===== config.mk =====
export PLATFORM = sky130hd
export DESIGN_NAME = coding_word_queue
export DESIGN_NICKNAME = d
export VERILOG_FILES = /design/src/rtl/coding_word_queue.sv
export SDC_FILE = /design/constraint.sdc
export NUM_CORES = 1
export LEC_CHECK = 0
export CORE_UTILIZATION = 60
export DETAILED_ROUTE_END_ITERATION = 10
export PLACE_DENSITY = 0.88
export SETUP_SLACK_MARGIN = 0.1
export SLEW_MARGIN = 40
export SYNTH_ARGS = -nofsm -noshare
export SYNTH_HDL_FRONTEND = slang
export SYNTH_SLANG_ARGS = --single-unit

===== constraint.sdc =====
create_clock -name clk -period 4.4 [get_ports clk]
set_input_delay 0.88 -clock clk [delete_from_list [all_inputs] [get_ports clk]]
set_output_delay 0.88 -clock clk [all_outputs]
set_load 0.02 [all_outputs]

===== src/rtl/coding_word_queue.sv =====
// coding_word_queue: serial-to-parallel bit packer feeding a word FIFO.
// Coded bits arrive one per wrreq strobe and are packed into a WORD_W-bit
// word; completed (or flushed, zero-padded) words are queued in a DEPTH-entry
// FIFO and popped into a registered q with a one-cycle q_valid pulse.
module coding_word_queue #(
    parameter int WORD_W    = 8,
    parameter int DEPTH     = 16,
    parameter int MSB_FIRST = 0
) (
    input  logic                       clk,
    input  logic                       rst,
    input  logic                       bit_input,
    input  logic                       wrreq,
    input  logic                       flush,
    input  logic                       rdreq,
    output logic [WORD_W-1:0]          q,
    output logic                       q_valid,
    output logic                       empty,
    output logic                       full,
    output logic [$clog2(DEPTH):0]     usedw,
    output logic [$clog2(WORD_W)-1:0]  bit_cnt,
    output logic                       overflow
);

    localparam int CW = $clog2(WORD_W);
    localparam int PW = $clog2(DEPTH);
    localparam int UW = PW + 1;

    localparam logic [CW-1:0] LAST_BIT = CW'(WORD_W - 1);
    localparam logic [UW-1:0] FULL_CNT = UW'(DEPTH);
    localparam logic [UW-1:0] ONE_CNT  = UW'(1);

    // Packing register and the bit position the next strobe lands in
    logic [WORD_W-1:0] pack_reg;
    logic [WORD_W-1:0] bit_mask;
    logic [WORD_W-1:0] pack_next;
    logic [CW-1:0]     bit_pos;

    // Word storage; pointers wrap naturally at DEPTH (power of two)
    logic [WORD_W-1:0] mem [DEPTH];
    logic [PW-1:0]     wr_ptr;
    logic [PW-1:0]     rd_ptr;

    // Per-edge control decisions
    logic              word_done;
    logic              push;
    logic              pop;
    logic              push_ok;
    logic              drop;
    logic [UW-1:0]     usedw_next;

    // Bit placement: first received bit goes to bit 0, or to the MSB when
    // MSB_FIRST is set. The incoming bit is merged combinationally so a
    // word completed (or flushed) on this edge already contains it.
    always_comb begin
        bit_pos = (MSB_FIRST != 0) ? (LAST_BIT - bit_cnt) : bit_cnt;
        bit_mask = '0;
        bit_mask[bit_pos] = 1'b1;
        pack_next = pack_reg;
        if (wrreq && bit_input) begin
            pack_next = pack_reg | bit_mask;
        end
    end

    // Push/pop decisions. flush together with wrreq yields a single push of
    // the word including the current bit, even when that bit completes it.
    // A push into a full FIFO only succeeds if a pop frees a slot that edge.
    always_comb begin
        word_done = wrreq && (bit_cnt == LAST_BIT);
        push      = word_done || (flush && (wrreq || (bit_cnt != '0)));
        pop       = rdreq && !empty;
        push_ok   = push && (!full || pop);
        drop      = push && full && !pop;
        case ({push_ok, pop})
            2'b10:   usedw_next = usedw + ONE_CNT;
            2'b01:   usedw_next = usedw - ONE_CNT;
            default: usedw_next = usedw;
        endcase
    end

    // Packing register and bit counter; both clear after every push,
    // including a push that gets dropped on overflow.
    always_ff @(posedge clk) begin
        if (rst) begin
            pack_reg <= '0;
            bit_cnt  <= '0;
        end else if (push) begin
            pack_reg <= '0;
            bit_cnt  <= '0;
        end else if (wrreq) begin
            pack_reg <= pack_next;
            bit_cnt  <= bit_cnt + CW'(1);
        end
    end

    // Word storage write; no reset needed since usedw gates every read
    always_ff @(posedge clk) begin
        if (!rst && push_ok) begin
            mem[wr_ptr] <= pack_next;
        end
    end

    // Pointers and occupancy flags, all registered from the same next count
    // so empty/full/usedw always agree within a cycle.
    always_ff @(posedge clk) begin
        if (rst) begin
            wr_ptr <= '0;
            rd_ptr <= '0;
            usedw  <= '0;
            empty  <= 1'b1;
            full   <= 1'b0;
        end else begin
            if (push_ok) begin
                wr_ptr <= wr_ptr + PW'(1);
            end
            if (pop) begin
                rd_ptr <= rd_ptr + PW'(1);
            end
            usedw <= usedw_next;
            empty <= (usedw_next == '0);
            full  <= (usedw_next == FULL_CNT);
        end
    end

    // Read port: q loads the oldest word on a pop and holds otherwise.
    // On a simultaneous push/pop while full, both pointers address the same
    // slot; the read sees the old word because the write lands at the edge.
    always_ff @(posedge clk) begin
        if (rst) begin
            q       <= '0;
            q_valid <= 1'b0;
        end else begin
            q_valid <= pop;
            if (pop) begin
                q <= mem[rd_ptr];
            end
        end
    end

    // Sticky overflow: set on a dropped word, cleared only by reset
    always_ff @(posedge clk) begin
        if (rst) begin
            overflow <= 1'b0;
        end else if (drop) begin
            overflow <= 1'b1;
        end
    end

endmodule


**After elaboration in Yosys (flattened, before gate mapping)**

Memories as Yosys holds them, arrays and structs flattened. A register that Yosys moved wholly into a read port is not among the register bits.
Index checks and enable logic that the tools add are counted.

- Input port bits: 6
- Flip-flop bits (word level): 28
- Memories kept: 1
- Memory bits (read-only): 0
- RAM bits: 128
- Word-level logic and storage cells: 47
- Bits in latches: 0
- Output and inout bits: 20

- Bitwise logic cells: 1
- Multiplexer cells: 6
- $mul: 0
- Divide/modulo/power cells: 0
- $add $sub $neg: 5
- Shift operators: 0
- Equal/unequal tests: 4
- Reduce and logical (&&, ||, !) cells: 19
- Magnitude comparators: 2

Memory list:

| memory | words | bits a word | rd ports | clocked after Yosys merged registers in | wr ports | line | RTL |
|---|---|---|---|---|---|---|---|
| mem | 16 | 8 | 1 | 1 | 1 | 40 | `logic [WORD_W-1:0] mem [DEPTH];` |

Operators with widths:

| cell | count |
|---|---|
| 5-bit one-hot mux with 2 select lines | 1 |
| 1-bit logical AND | 9 |
| 4-bit by 1-bit adder with 4-bit output, second input constant | 2 |
| 8-bit 2-to-1 mux | 1 |
| 8-bit bitwise OR | 1 |
| 5-bit by 1-bit adder with 5-bit output, second input constant | 1 |
| 5-bit == test, second input constant | 1 |
| 5-bit zero test | 1 |
| 5-bit by 1-bit subtractor with 5-bit output, second input constant | 1 |
| 1-bit zero test | 4 |
| 3-bit by 4-bit less-than comparator with 1-bit output, second input constant | 1 |
| 3-bit by 1-bit adder with 3-bit output, second input constant | 1 |
| 1-bit demux with 3-bit select | 1 |
| 3-bit == test, second input constant | 1 |
| 3-bit by 1-bit >= comparator with 1-bit output, second input constant | 1 |
| 1-bit logical OR | 3 |
| 1-bit 2-to-1 mux | 3 |
| 3-bit nonzero test | 1 |
| 2-bit by 1-bit == test with 1-bit output, second input constant | 1 |
| 2-bit == test, second input constant | 1 |
| 2-bit OR reduction | 1 |

**Logic depth before layout (Yosys ltp)**

- Depth in word-level cells: 8
- Mapped depth: 13
- Gate-level depth less buffers: 12

**Least setup slack after synthesis**

Ideal clock, no wire load.

- Path kind: input port to flip-flop
- Start point: in wrreq
- End point: reg full
- Arrival: 3412 ps
- Cell stages on the path: 12
- Setup time: 103 ps
- Path slack: 885 ps
- Buffers on the path: 2
- Data required time: 4297 ps
- Cell sequence: clkbuf_1 > o21ai_0 > o21ai_1 > nand2_1 > ha_1 > buf_2 > xor2_1 > ha_1 > a21oi_1 > mux2i_1 > mux2_2 > a2111oi_2

- Longest elaborated chain between the ends: 7
- Elaborated cells on any way between the ends: 9
- Classes of those cells: eq/ne: 3; mux: 1; reduce/logical: 5

RTL lines:

| item | line | RTL |
|---|---|---|
| from (decl) | 13 | `input logic wrreq,` |
| 1-bit logical OR | 70 | `push = word_done \|\| (flush && (wrreq \|\| (bit_cnt != '0)));` |
| 1-bit logical AND | 70 |  |
| 1-bit logical OR (*) | 70 |  |
| 1-bit logical AND (*) | 72 | `push_ok = push && (!full \|\| pop);` |
| 2-bit by 1-bit == test with 1-bit output or 2-bit == test (tied branches) | 74 | `case ({push_ok, pop})` |
| 5-bit one-hot mux with 2 select lines (*) | 74 |  |
| 5-bit == test (*) | 121 | `full <= (usedw_next == FULL_CNT);` |
| to (signal assigned) | 121 |  |
| to (decl) | 19 | `output logic full,` |

Mark *: on every way between the ends. The rest lies on a longest branch, timed or not.
A chain may end at the register's enable or synchronous reset.

**Worst setup path in the final report**

Ends and elaborated chain as after synthesis.

==> results.md <==
- Placer Congestion: 0.777
- CP cell instances: clkdlybuf4s50_1, o21ai_0, o21ai_1, nand2_1, ha_1, xor2_1, ha_1, a21oi_1, mux2i_1, mux2_2, a2111oi_2
- Status: complete, no violations
- Cts bufs inserted: 17
- Area leader, netlist: edfxtp_1
- Fin crit share: 79.7%
- H-tree levels: 4
- FFs w/ async S/R, synth: 0%
- Skew final: ~9 ps
- Final setup margin: between 800 and 900 ps
- Achievable Freq: roughly 0.29 GHz
- DRT Pass-1 Iters: 4
- Crit. End Element: register
- Die Y: 107 um
- Via-to-Cell Ratio: ~6.4
- Post-CTS setup buffers: 0
- First-pass GRT wire length: around 21 mm
- Data required time of the critical path: approximately 4900 ps
- Minimum clock period: between 3000 and 4000 ps
- Fill count: approximately 570
- Setup TNS: 0 ps
- Slew @ Worst Pin: ~830 ps
- Yosys cell types: between 40 and 50
- CP delay by family, top: compound AO/OA/AOI/OAI gates
- Post-synth top area share: between 50% and 60%
- Root buf cell: clkbuf_8
- Bufs on Longest Clock Path: 2
- Max reg flops: about 130
- Fin nets: 460
- Post-synth EDFFs: ~130
- Worst min path class: reg2reg
- Syn_nets: ~430
- Antenna Diode Count: 0
- CTS tree: done
- Leakage: roughly 2.6 nW
- DP HPWL: ~8.3 mm
- CP max FO: 12
- Slowest CP cell: clkdlybuf4s50_1
- Synth warn: 0
- Residual DRC: 0
- Rows: 37
- Top-count cell post-synth: edfxtp_1
- Design area: 7620 um2
- Post-CTS Resized: 0
- Pwr dens: between 400 and 500 nW/um2
- Initial antenna violation count: 0
- Final wirelength: 13.7 mm
- Share of cells above drive strength 1: 18.6%
- Flops & latches, synth: about 160
- Worst-path clk slew: around 70 ps
- Slew headroom: about 45%
- Worst vdd ir: around 330 uV
- Slew Limit Fails: 0
- Die Width: between 100 and 150 um
- Vias in the first global route: 3,825
- GR Overflow Total: 0
- Final setup vio count: 0
- First DRT Iteration DRCs: roughly 340
- Drt wl/cell: around 23 um
- Part of the Yosys area used for sequential elements: between 60% and 70%
- WP buf/inv: 1
- Post-route ant nets: 0
- Crit Path Class: in2reg
- Post-Layout Cell Count: 592
- Synthesized instance count: between 400 and 500
- Hold Vio Cnt, Final: 0
- CP startpoint kind: input port
- CP dominant cell by count: ha_1
- RSZ-0062 raised after global routing: false
- Area of the die: between 10,000 and 15,000 um2
- Via count: 3,800
- Pre-CTS WS: 392 ps
- Starting density of the core: between 60% and 70%
- Most frequent cells after synthesis: edfxtp_1 (128), dfxtp_1 (36), mux4_2 (32)
- Post-DP Area: 7030 um2
- DP Cell Count: 560
- Max-cap violation count: 0
- Clock Sink Count: 164
- Clock Latency Late Sink: 550 ps
- Post-synthesis area per instance: about 16 um2
- I/O Buffers: 25
- Growth of design area from synthesis to finish: 15.0%
- Largest net degree at the start of global routing: 36
- Total Routing Usage GR: 26.3%
- Tightest hold margin: about 460 ps
- Synth Flop Type: edfxtp_1
- Crit-path max cell delay: 620 ps
- Worst EP arrival: slightly below 4000 ps
- IO Pins: 26
- Mapped Area: 6620 um2
- Hold buffers post-CTS: 0
- Cells taking the most area after synthesis: edfxtp_1 (58%), dfxtp_1 (11%), mux4_2 (11%)
- Core area: 10,500 um2
-- cell families after synthesis --
logic type | Yosys count | share of synthesized area (%)
DFF | 164 | 68.9
buffers and inverters | 31 | 1.87
xor gates and xnor gates | 7 | 0.926
and+or+nand+nor | 90 | 7.09
AOI/OAI and AO/OA | 70 | 7.22
muxes | 38 | 11.9
adders and majority gates | 11 | 2.08
-- report_power, final --
group,switching (W),internal (W),total [W]
logic,0.000264,0.000288,0.000552
registers,0.0000782,0.00170,0.00178
clock network,0.000630,0.000820,0.00145
total,0.000973,0.00281,0.00378
-- routing by layer --
| layer | GRT usage [%] | part of all wire, % |
|---|---|---|
| met2 | 41.4 | 50 |
| met3 | 9.67 | 7.5 |
| met4 | 11.4 | 2.8 |
| met1 | 33.0 | 40 |
| met5 | 0 | 0 |
-- worst reg2reg max path: cells and delay by family, from the launching register on --
family | cells | cell delay (ps)
AOI/OAI and AO/OA | 3 | 700
muxes | 2 | 720
DFF | 1 | 500
buffers and inverters | 1 | 110
xor gates and xnor gates | 1 | 210
adders and majority gates | 3 | 750
and+or+nand+nor | 2 | 260
-- final cells by class --
cell class,instances,area [um2],share of cell area [%]
timing repair buffer,35,325,4.27
inverter,9,33.8,0.443
clock buffer,22,505,6.64
sequential,164,4570,60.0
multi-input combinational,216,1940,25.4
clock inverter,10,78.8,1.03
tap,136,170,2.23
-- metrics by stage --
step / power [W] / util [%]
after floorplan: 0.00219 / -
after global placement: 0.00233 / 66.9
after detailed placement: 0.00235 / 66.9
after CTS: 0.00379 / 72.5
after global routing: 0.00391 / 72.5
final: 0.00378 / 72.5
-- path summary, 6_finish.rpt --
check,slack (ps),endpoint,depth (start not counted),from
max reg2reg,1050,full$_SDFF_PP0_,12,bit_cnt[1]$_SDFFE_PP0P_
max,890,full$_SDFF_PP0_,11,wrreq
min,460,q[4]$_SDFFE_PP0P_,2,q[4]$_SDFFE_PP0P_
min reg2reg,460,q[4]$_SDFFE_PP0P_,2,q[4]$_SDFFE_PP0P_
-- layout by cell type, fill, tap and decap left out, types with 3 or more instances in the layout --
| cell | count |
|---|---|
| and2_1 | 3 |
| o21ai_0 | 6 |
| clkdlybuf4s50_1 | 25 |
| nand4_1 | 5 |
| xor2_1 | 4 |
| inv_1 | 8 |
| a21oi_1 | 19 |
| a22o_1 | 16 |
| nand2_1 | 15 |
| clkbuf_16 | 18 |
| nor3_1 | 5 |
| and3_1 | 5 |
| o31ai_1 | 3 |
| mux2i_1 | 4 |
| edfxtp_1 | 128 |
| a21o_1 | 6 |
| buf_4 | 10 |
| ha_1 | 11 |
| nand3_1 | 3 |
| o21ai_1 | 9 |
| nor2b_1 | 10 |
| nor2_1 | 27 |
| mux4_2 | 32 |
| xnor2_1 | 3 |
| clkbuf_8 | 4 |
| inv_4 | 3 |
| dfxtp_1 | 35 |
| inv_6 | 4 |
| nand2b_1 | 4 |
Power figures use the tool's default switching activity.
